**config.mk**
```make
export PLATFORM = sky130hd
export DESIGN_NAME = xregf_host_port
export DESIGN_NICKNAME = d
export VERILOG_FILES = /design/src/rtl/xregf_host_port_pkg.sv /design/src/rtl/xregf_host_port.sv
export SDC_FILE = /design/constraint.sdc
export NUM_CORES = 1
export LEC_CHECK = 0
export BUFFER_PORTS_ARGS = -buffer_cell sky130_fd_sc_hd__buf_2
export CAP_MARGIN = 20
export CORE_MARGIN = 4
export CORE_UTILIZATION = 46
export DETAILED_ROUTE_END_ITERATION = 16
export GPL_ROUTABILITY_DRIVEN = 0
export PLACE_DENSITY = 0.95
export SLEW_MARGIN = 0
export SYNTH_ARGS = -nofsm -noshare
export SYNTH_HDL_FRONTEND = slang
export SYNTH_SLANG_ARGS = --single-unit
```
**constraint.sdc**
```tcl
create_clock -name clk -period 3 [get_ports clk]
set_clock_uncertainty 0.1 [all_clocks]
set_input_delay 0.3 -clock clk [delete_from_list [all_inputs] [get_ports clk]]
set_output_delay 0.3 -clock clk [all_outputs]
set_load 0.005 [all_outputs]
```
**src/rtl/xregf_host_port_pkg.sv**
```systemverilog
// xregf_host_port_pkg
//
// Shared definitions for the xregf host port arbiter: regf data/address
// widths, the host-port FSM state encoding and a helper that sizes the
// host wait counter.
package xregf_host_port_pkg;

    localparam int DATA_W      = 32;
    localparam int REGF_ADDR_W = 4;

    // Host-port FSM states. The encodings are fixed because other tooling
    // in the xregf slice decodes them as plain 2-bit values.
    typedef enum logic [1:0] {
        HP_IDLE = 2'd0,
        HP_PEND = 2'd1,
        HP_DONE = 2'd2
    } hp_state_t;

    // Width of a counter that must hold 0..max_wait. It is never narrower
    // than one bit, so MAX_WAIT=0 still yields a legal vector.
    function automatic int wait_cnt_width(input int max_wait);
        if (max_wait < 1) begin
            return 1;
        end
        return $clog2(max_wait + 1);
    endfunction

endpackage

```
**src/rtl/xregf_host_port.sv**
```systemverilog
// xregf_host_port
//
// Arbiter in front of the single xregf access port. The CPU has priority
// and its path to the regf is purely combinational. A host/debug port
// (level req, one-cycle ack) slips its access into a CPU-idle cycle. If the
// CPU keeps the port busy for MAX_WAIT cycles, the host is forced in and
// the CPU is stalled for that one cycle.
//
// Ports:
//   clk, rst         clock, synchronous active-high reset
//   cpu_sel/we/addr/data_in   CPU request into the regf
//   cpu_data_out     regf read data to the CPU (0 while the host owns the port)
//   cpu_stall        CPU access was not performed; CPU must repeat it
//   host_req/we/addr/wdata    host request, sampled while the FSM is idle
//   host_ack         one-cycle pulse when the host access has completed
//   host_rdata       registered host read data, held until the next host read
//   rf_sel/we/addr/data_in    drive the xregf port
//   rf_data_out      combinational read data from xregf
module xregf_host_port
    import xregf_host_port_pkg::*;
#(
    parameter int MAX_WAIT = 15
) (
    input  logic                   clk,
    input  logic                   rst,

    input  logic                   cpu_sel,
    input  logic                   cpu_we,
    input  logic [REGF_ADDR_W-1:0] cpu_addr,
    input  logic [DATA_W-1:0]      cpu_data_in,
    output logic [DATA_W-1:0]      cpu_data_out,
    output logic                   cpu_stall,

    input  logic                   host_req,
    input  logic                   host_we,
    input  logic [REGF_ADDR_W-1:0] host_addr,
    input  logic [DATA_W-1:0]      host_wdata,
    output logic                   host_ack,
    output logic [DATA_W-1:0]      host_rdata,

    output logic                   rf_sel,
    output logic                   rf_we,
    output logic [REGF_ADDR_W-1:0] rf_addr,
    output logic [DATA_W-1:0]      rf_data_in,
    input  logic [DATA_W-1:0]      rf_data_out
);

    localparam int              CNT_W      = wait_cnt_width(MAX_WAIT);
    localparam logic [CNT_W-1:0] WAIT_LIMIT = CNT_W'(MAX_WAIT);

    hp_state_t              state;
    hp_state_t              state_next;
    logic [CNT_W-1:0]       wait_cnt;
    logic                   pend_we;
    logic [REGF_ADDR_W-1:0] pend_addr;
    logic [DATA_W-1:0]      pend_wdata;
    logic                   host_grant;

    // FSM state register.
    always_ff @(posedge clk) begin
        if (rst) begin
            state <= HP_IDLE;
        end else begin
            state <= state_next;
        end
    end

    // Next-state logic and host grant decision. The grant is masked while
    // reset is asserted so the regf port keeps following the CPU even if
    // reset lands on a PEND cycle.
    always_comb begin
        state_next = state;
        host_grant = 1'b0;
        case (state)
            HP_IDLE: begin
                if (host_req) begin
                    state_next = HP_PEND;
                end
            end
            HP_PEND: begin
                if (!cpu_sel || (wait_cnt == WAIT_LIMIT)) begin
                    host_grant = !rst;
                    state_next = HP_DONE;
                end
            end
            HP_DONE: begin
                state_next = HP_IDLE;
            end
            default: begin
                state_next = HP_IDLE;
            end
        endcase
    end

    // Pending request capture, wait counter and host read-data register.
    // The counter saturates at the limit, where the grant fires anyway.
    always_ff @(posedge clk) begin
        if (rst) begin
            wait_cnt   <= '0;
            pend_we    <= 1'b0;
            pend_addr  <= '0;
            pend_wdata <= '0;
            host_rdata <= '0;
        end else begin
            if (state == HP_IDLE && host_req) begin
                pend_we    <= host_we;
                pend_addr  <= host_addr;
                pend_wdata <= host_wdata;
                wait_cnt   <= '0;
            end else if (state == HP_PEND && !host_grant && wait_cnt != WAIT_LIMIT) begin
                wait_cnt <= wait_cnt + CNT_W'(1);
            end
            if (host_grant && !pend_we) begin
                host_rdata <= rf_data_out;
            end
        end
    end

    // Port mux: the CPU drives the regf unless the host holds the grant,
    // in which case the CPU sees a stall (if it was asking) and zero data,
    // and its write never reaches the regf.
    always_comb begin
        rf_sel       = cpu_sel;
        rf_we        = cpu_we;
        rf_addr      = cpu_addr;
        rf_data_in   = cpu_data_in;
        cpu_data_out = rf_data_out;
        cpu_stall    = 1'b0;
        if (host_grant) begin
            rf_sel       = 1'b1;
            rf_we        = pend_we;
            rf_addr      = pend_addr;
            rf_data_in   = pend_wdata;
            cpu_data_out = '0;
            cpu_stall    = cpu_sel;
        end
    end

    assign host_ack = (state == HP_DONE) && !rst;

endmodule

```
==> key figures, run 1 <==
Outcome
  • Status: finished, final reports clean

Yosys
  • Synth Flop Type: dfxtp_1
  • Ys async rst share: 0
  • Ys Warns: 0
  • Sequential fraction of the synthesis area: 0.443
  • Number of enable flip-flop cells after synthesis: 0
  • Mapped Cells: approximately 410
  • Synth Register Bits: 75
  • Syn_nets: 525
  • Syn Area/Cell: between 8 and 9 um2
  • Distinct cells, synth: 28
  • Synth Cell Area: 3390 um2

Routing
  • TritonRoute pass-1 iters: 4
  • Vias per cell: 4.86
  • Iter 0 DRT Violations: between 90 and 100
  • Vias: 3489
  • ANT nets after route: 0
  • Final WL: a little under 10000 um
  • Remaining DRCs: 0
  • Wire per inst: roughly 14 um

Floorplanning
  • Core Area: 7210 um2
  • Starting Density: 0.469
  • Die ar.: a little under 9000 um2
  • Core Rows: 31
  • I/O pin count: 214
  • Die X-Extent: between 90 and 100 um
  • Die H: about 94 um

Clock network
  • Reg clk slew, reported paths: roughly 0.08 ns
  • CTS root buf: clkbuf_8
  • Clk buf depth: 2
  • Clock Latency Late Sink: 0.33 ns
  • Total CTS buffers: 9
  • Hold-fix buffers at CTS: 0
  • CTS tree: done
  • CTS sink cnt: 75
  • Cts repair resizes: 0
  • H-tree depth: 3
  • Postcts setup bufs: 0

STA
  • Worst-Margin Slew: 0.802 ns
  • Slew Viols, Final: 0
  • Final setup viols: 0
  • Final worst path period share: 0.868
  • Tmin final: ~2.6 ns
  • Final hold vios: 0
  • F_max: ~380 MHz
  • Rel. slew slack: 0.464
  • Final TNS setup: 0 ns
  • RSZ-0062 raised after global routing: no

Setup path
  • Cells along the critical path: ha_1, nand3_1, a21oi_4, buf_12, mux2_1, buf_2
  • Critical Path Start: wait_cnt[0]$_SDFFE_PP0P_
  • Critical Setup Path Class: flop to output pin
  • Max incr delay on CP: 0.38 ns
  • Crit. End Element: output pin
  • Slowest-stage cell, CP: dfxtp_1
  • Critical Path Start Type: flop
  • R2R Path Start: state[0]$_SDFFE_PP0P_
  • CP arrival: 2.20 ns
  • WP data required: ~2.6 ns
  • Crit Path Max Fanout: 52

Cells and area
  • Fill count: 636
  • Share of layout cells above drive strength 1: 0.391
  • Finished Core Util: 0.651
  • Area Overhead vs Synth: 38.8%
  • Most frequent cells in the layout: buf_2 (213), nand2_1 (140), dfxtp_1 (75)
  • Nets: 725
  • N_diodes: 0
  • Finished Layout Cells: 718
  • Most common cell after layout, fill and taps aside: buf_2

Global route
  • Global-route wire length before repair: 14900 um
  • Total global routing overflow: 0
  • Largest net degree at the start of global routing: 53
  • GRT Total Usage: 0.208
  • Initial antenna violation count: 0
  • Number of global-route vias before repair: 3445

Pwr
  • Power density cells: ~460 nW/um2
  • Total power: 2170 uW
  • Leakage: approximately 0.0022 uW
  • VDD IR max: approximately 0.00029 V

Worst hold path
  • Hold wc startpoint: host_wdata[23]
  • Min-Delay Path Class: primary input to flop

Flow run
  • Max Cap Viol: 0

Placement
  • Dpl cells: approximately 700
  • PortBufs: ~210
  • Post-DP HPWL: 7470 um
==> power by group <==
| part | leakage, uW | switching, uW | internal [uW] | total [uW] |
|---|---|---|---|---|
| Combinational | 0.00146 | 169 | 169 | 338 |
| Sequential | 0.000611 | 24.9 | 1040 | 1060 |
| Clock | 0.0000905 | 363 | 405 | 768 |
| Total | 0.00216 | 557 | 1610 | 2170 |
==> flip-flops by register name, summed over array words and instances, names as in the netlist <==
signal and flops:
pend_addr 4, host_rdata 32, pend_wdata 32, pend_we 1, state 2, wait_cnt 4
==> routing by layer <==
layer | track usage | vias up | wire length [um]
li1 | - | 1757 | -
met1 | 0.216 | 1574 | 3780
met2 | 0.396 | 143 | 4930
met3 | 0.0545 | 15 | 843
met4 | 0.0770 | 0 | 174
met5 | 0 | - | 0
==> layout make-up <==
class	instances	area, um2	share of cell area
repair buffers	220	1130	0.241
inverters	2	7.51	0.00160
clock inverters	6	65.1	0.0138
multi-input cells	306	1730	0.369
well taps	99	124	0.0264
flip-flops and latches	75	1500	0.320
clock buffers	10	138	0.0293
==> final timing paths <==
kind / end / slack [ns] / depth (start not counted)
worst min-delay path: pend_wdata[23]$_SDFFE_PP0P_ / 0.10 / 3
worst max register to register: pend_wdata[3]$_SDFFE_PP0P_ / 0.96 / 5
worst min register to register: host_rdata[6]$_SDFFE_PP0P_ / 0.35 / 2
worst max-delay path: rf_data_in[4] / 0.40 / 6
==> per-stage QoR <==
step                      setup WS (ns)  instance area (um2)  hold slack [ns]
final                             0.397                 4700            0.101
after global placement            0.825                 4500            0.338
after CTS                         0.381                 4700           0.0874
after detailed placement          0.756                 4500            0.344
after global routing              0.294                 4700           0.0894
after floorplan                    1.06                 3390            0.334
==> logic make-up (layout without fill, tap and decap cells) <==
group                      Yosys count  count (layout)  share of synthesized area
AOI/OAI and AO/OA                   74              74                      0.116
xor gates and xnor gates             1               1                    0.00259
adders and majority gates            1               1                    0.00369
buffers and inverters               33             238                     0.0492
DFF                                 75              75                      0.443
muxes                               39              39                      0.129
and+or+nand+nor                    191             191                      0.255
==> critical path: cells and delay by family (launching register included) <==
kind / cells / cell delay, ns
AO/OA/AOI/OAI: 1 / 0.26
multiplexers: 1 / 0.37
buffers and inverters: 2 / 0.40
adder cells (fa/ha/maj): 1 / 0.19
AND/OR/NAND/NOR: 1 / 0.23
flip-flops: 1 / 0.38
==> Yosys cell counts (2+ instances only) <==
master,number,area [um2]
nor2_1,2,7.51
nand2_1,140,526
a21oi_1,69,345
dfxtp_1,75,1500
nor3_1,6,30.0
nor2b_1,34,213
buf_2,13,65.1
inv_1,2,7.51
mux2_1,38,428
clkbuf_1,10,37.5
buf_4,7,52.6
nor3b_1,2,15.0
Power figures use the tool's default switching activity.
==> run 2: changes to the inputs <==
- CORE_ASPECT_RATIO: default -> 1.25
==> key figures, run 2 (synthesis gave the netlist of run 1 again) <==
Cells and area
  • Design area: 4670 um2 (-0.59%)
  • Regs by FF count: host_rdata x32, pend_wdata x32
  • Fill count: 583 (-8.3%)
  • Area Overhead vs Synth: 38.0%
  • N_diodes: 0 (unchanged)
  • Finished Layout Cells: 708 (-1.4%)
  • Most common cell after layout, fill and taps aside: buf_2
  • Share of layout cells above drive strength 1: 0.388 (-0.00260)
  • Most frequent cells in the layout: buf_2 (213), nand2_1 (140), dfxtp_1 (75)
  • Nets: 724 (-0.14%)

Pwr
  • VDD IR max: 0.000421 V (+44%)
  • Power density cells: 461 nW/um2 (-0.16%)
  • Leakage: 0.00217 uW (+0.23%)

Setup path
  • Critical R2R Capture: host_rdata[0]$_SDFFE_PP0P_
  • Stages on worst setup path: 6 (unchanged)
  • Critical Path Start Type: flop
  • CP Buf/Inv Count: 2 (unchanged)
  • Reg2reg setup slack: 0.94 ns (-0.02 ns)
  • Critical Setup Path Class: flop to output pin
  • Max incr delay on CP: 0.38 ns (about the same)
  • WP data required: 2.60 ns (about the same)
  • R2R Path Start: wait_cnt[0]$_SDFFE_PP0P_
  • Crit. End Element: output pin
  • Delay-heaviest family, CP: buffers and inverters
  • Cells along the critical path: ha_1, nand3_1, a21oi_4, buf_4, mux2_1, buf_2
  • CP arrival: 2.25 ns (+0.05 ns)
  • Worst Reg-to-Reg Cells: 5 (unchanged)
  • Slowest-stage cell, CP: buf_4
  • Crit Path Max Fanout: 31 (-40%)

STA
  • Final setup viols: 0 (unchanged)
  • RSZ-0062 raised after global routing: no
  • F_max: 377 MHz (-1.9%)
  • Worst-Margin Slew: 0.806 ns (+0.00349 ns)
  • Tmin final: 2.65 ns (+0.0491 ns)
  • Final Hold Slack: 0.104 ns (+0.00361 ns)
  • Worst setup margin: 0.348 ns (-0.0491 ns)
  • Rel. slew slack: 0.461 (-0.00233)
  • Final hold vios: 0 (unchanged)
  • Final worst path period share: 0.884 (+0.0164)
  • Slew Viols, Final: 0 (unchanged)
  • Final TNS setup: 0 ns (unchanged)

Clock network
  • Clock Latency Late Sink: 0.32 ns (about the same)
  • Postcts setup bufs: 0 (unchanged)
  • CTS tree: done
  • Reg clk slew, reported paths: 0.08 ns (about the same)
  • Clk buf depth: 2 (unchanged)
  • CTS root buf: clkbuf_8
  • Total CTS buffers: 9 (unchanged)
  • CTS sink cnt: 75 (unchanged)
  • Cts repair resizes: 0 (unchanged)
  • Hold-fix buffers at CTS: 0 (unchanged)
  • H-tree depth: 3 (unchanged)

Routing
  • TritonRoute pass-1 iters: 4 (unchanged)
  • Iter 0 DRT Violations: 110 (+17%)
  • Wire per inst: 14.0 um (+3.2%)
  • Vias: 3528 (+1.1%)
  • Remaining DRCs: 0 (unchanged)
  • Final WL: 9900 um (+1.7%)
  • Vias per cell: 4.98 (+2.5%)
  • ANT nets after route: 0 (unchanged)

Placement
  • Dpl cells: 692 (-1.4%)
  • Post-DP Area: 4480 um2 (-0.42%)
  • Post-DP HPWL: 7620 um (+2.0%)
  • PortBufs: 213 (unchanged)
  • Pre-CTS worst setup slack: 0.666 ns (-0.0897 ns)

Floorplanning
  • Core Rows: 34 (+9.7%)
  • Die ar.: 8810 um2 (+0.10%)
  • Die H: 104 um (+11%)
  • I/O pin count: 214 (unchanged)
  • Die X-Extent: 84.7 um (-9.7%)
  • Starting Density: 0.479 (+0.0101)
  • Core Area: 7060 um2 (-2.1%)

Global route
  • Initial antenna violation count: 0 (unchanged)
  • Number of global-route vias before repair: 3583 (+4.0%)
  • GRT Total Usage: 0.226 (+0.0174)
  • Largest net degree at the start of global routing: 78 (+47%)
  • Total global routing overflow: 0 (unchanged)
  • Global-route wire length before repair: 16400 um (+10%)

Worst hold path
  • Hold wc startpoint: host_wdata[19]
  • Endpoint, Worst Hold: pend_wdata[19]$_SDFFE_PP0P_
  • Min-Delay Path Class: primary input to flop
  • Hold Path Cell Cnt: 3 (unchanged)

Outcome
  • Status: finished, final reports clean

Flow run
  • Max Cap Viol: 0 (unchanged)
## run 2: changes by cell type in the layout (fill, tap and decap cells not counted), sizes merged
cell / before / now
clkinvlp: 4 / 1
buf: 220 / 219
clkinv: 1 / 3
clkbuf: 10 / 11
## run 2: worst register-to-register path: stages, from the launching register on
cell and delay, ns:
dfxtp_1 0.37, ha_1 0.19, nand3_1 0.24, a21boi_4 0.72, nand2_1 0.19, a21oi_1 0.18
## run 2: metal layers
layer | part of all wire | track usage
met5 | 0 | 0
met4 | 0.019 | 0.0735
met3 | 0.078 | 0.0697
met2 | 0.54 | 0.422
met1 | 0.36 | 0.234
## run 2: how the worst max path moves through the flow
stage                                  start                  endpoint  slack, ns
floorplan           wait_cnt[0]$_SDFFE_PP0P_                rf_addr[3]       1.06
global placement                         rst  wait_cnt[3]$_SDFFE_PP0P_       0.77
detailed placement  wait_cnt[0]$_SDFFE_PP0P_            rf_data_in[18]       0.67
CTS                 wait_cnt[0]$_SDFFE_PP0P_             rf_data_in[9]       0.30
global route        wait_cnt[0]$_SDFFE_PP0P_            rf_data_in[21]       0.17
finish              wait_cnt[0]$_SDFFE_PP0P_            rf_data_in[18]       0.35
## run 2: cell type report
cell class / count / area, um2 / share of cell area
multi-input cells: 306 / 1730 / 0.371
flip-flops and latches: 75 / 1500 / 0.321
repair buffers: 219 / 1120 / 0.241
clock buffers: 11 / 141 / 0.0303
well taps: 90 / 113 / 0.0241
clock inverters: 5 / 52.6 / 0.0113
inverters: 2 / 7.51 / 0.00161
## run 2: stage by stage
step,util,power (uW)
3_3_place_gp,0.634,1410
3_5_place_dp,0.634,1430
2_1_floorplan,-,1250
5_1_grt,0.661,2270
4_1_cts,0.661,2180
6_report,0.661,2150
## run 2: power breakdown
part	total (uW)	switching [uW]	internal (uW)
clock network	750	347	403
logic	339	169	170
registers	1060	25.2	1040
total	2150	541	1610
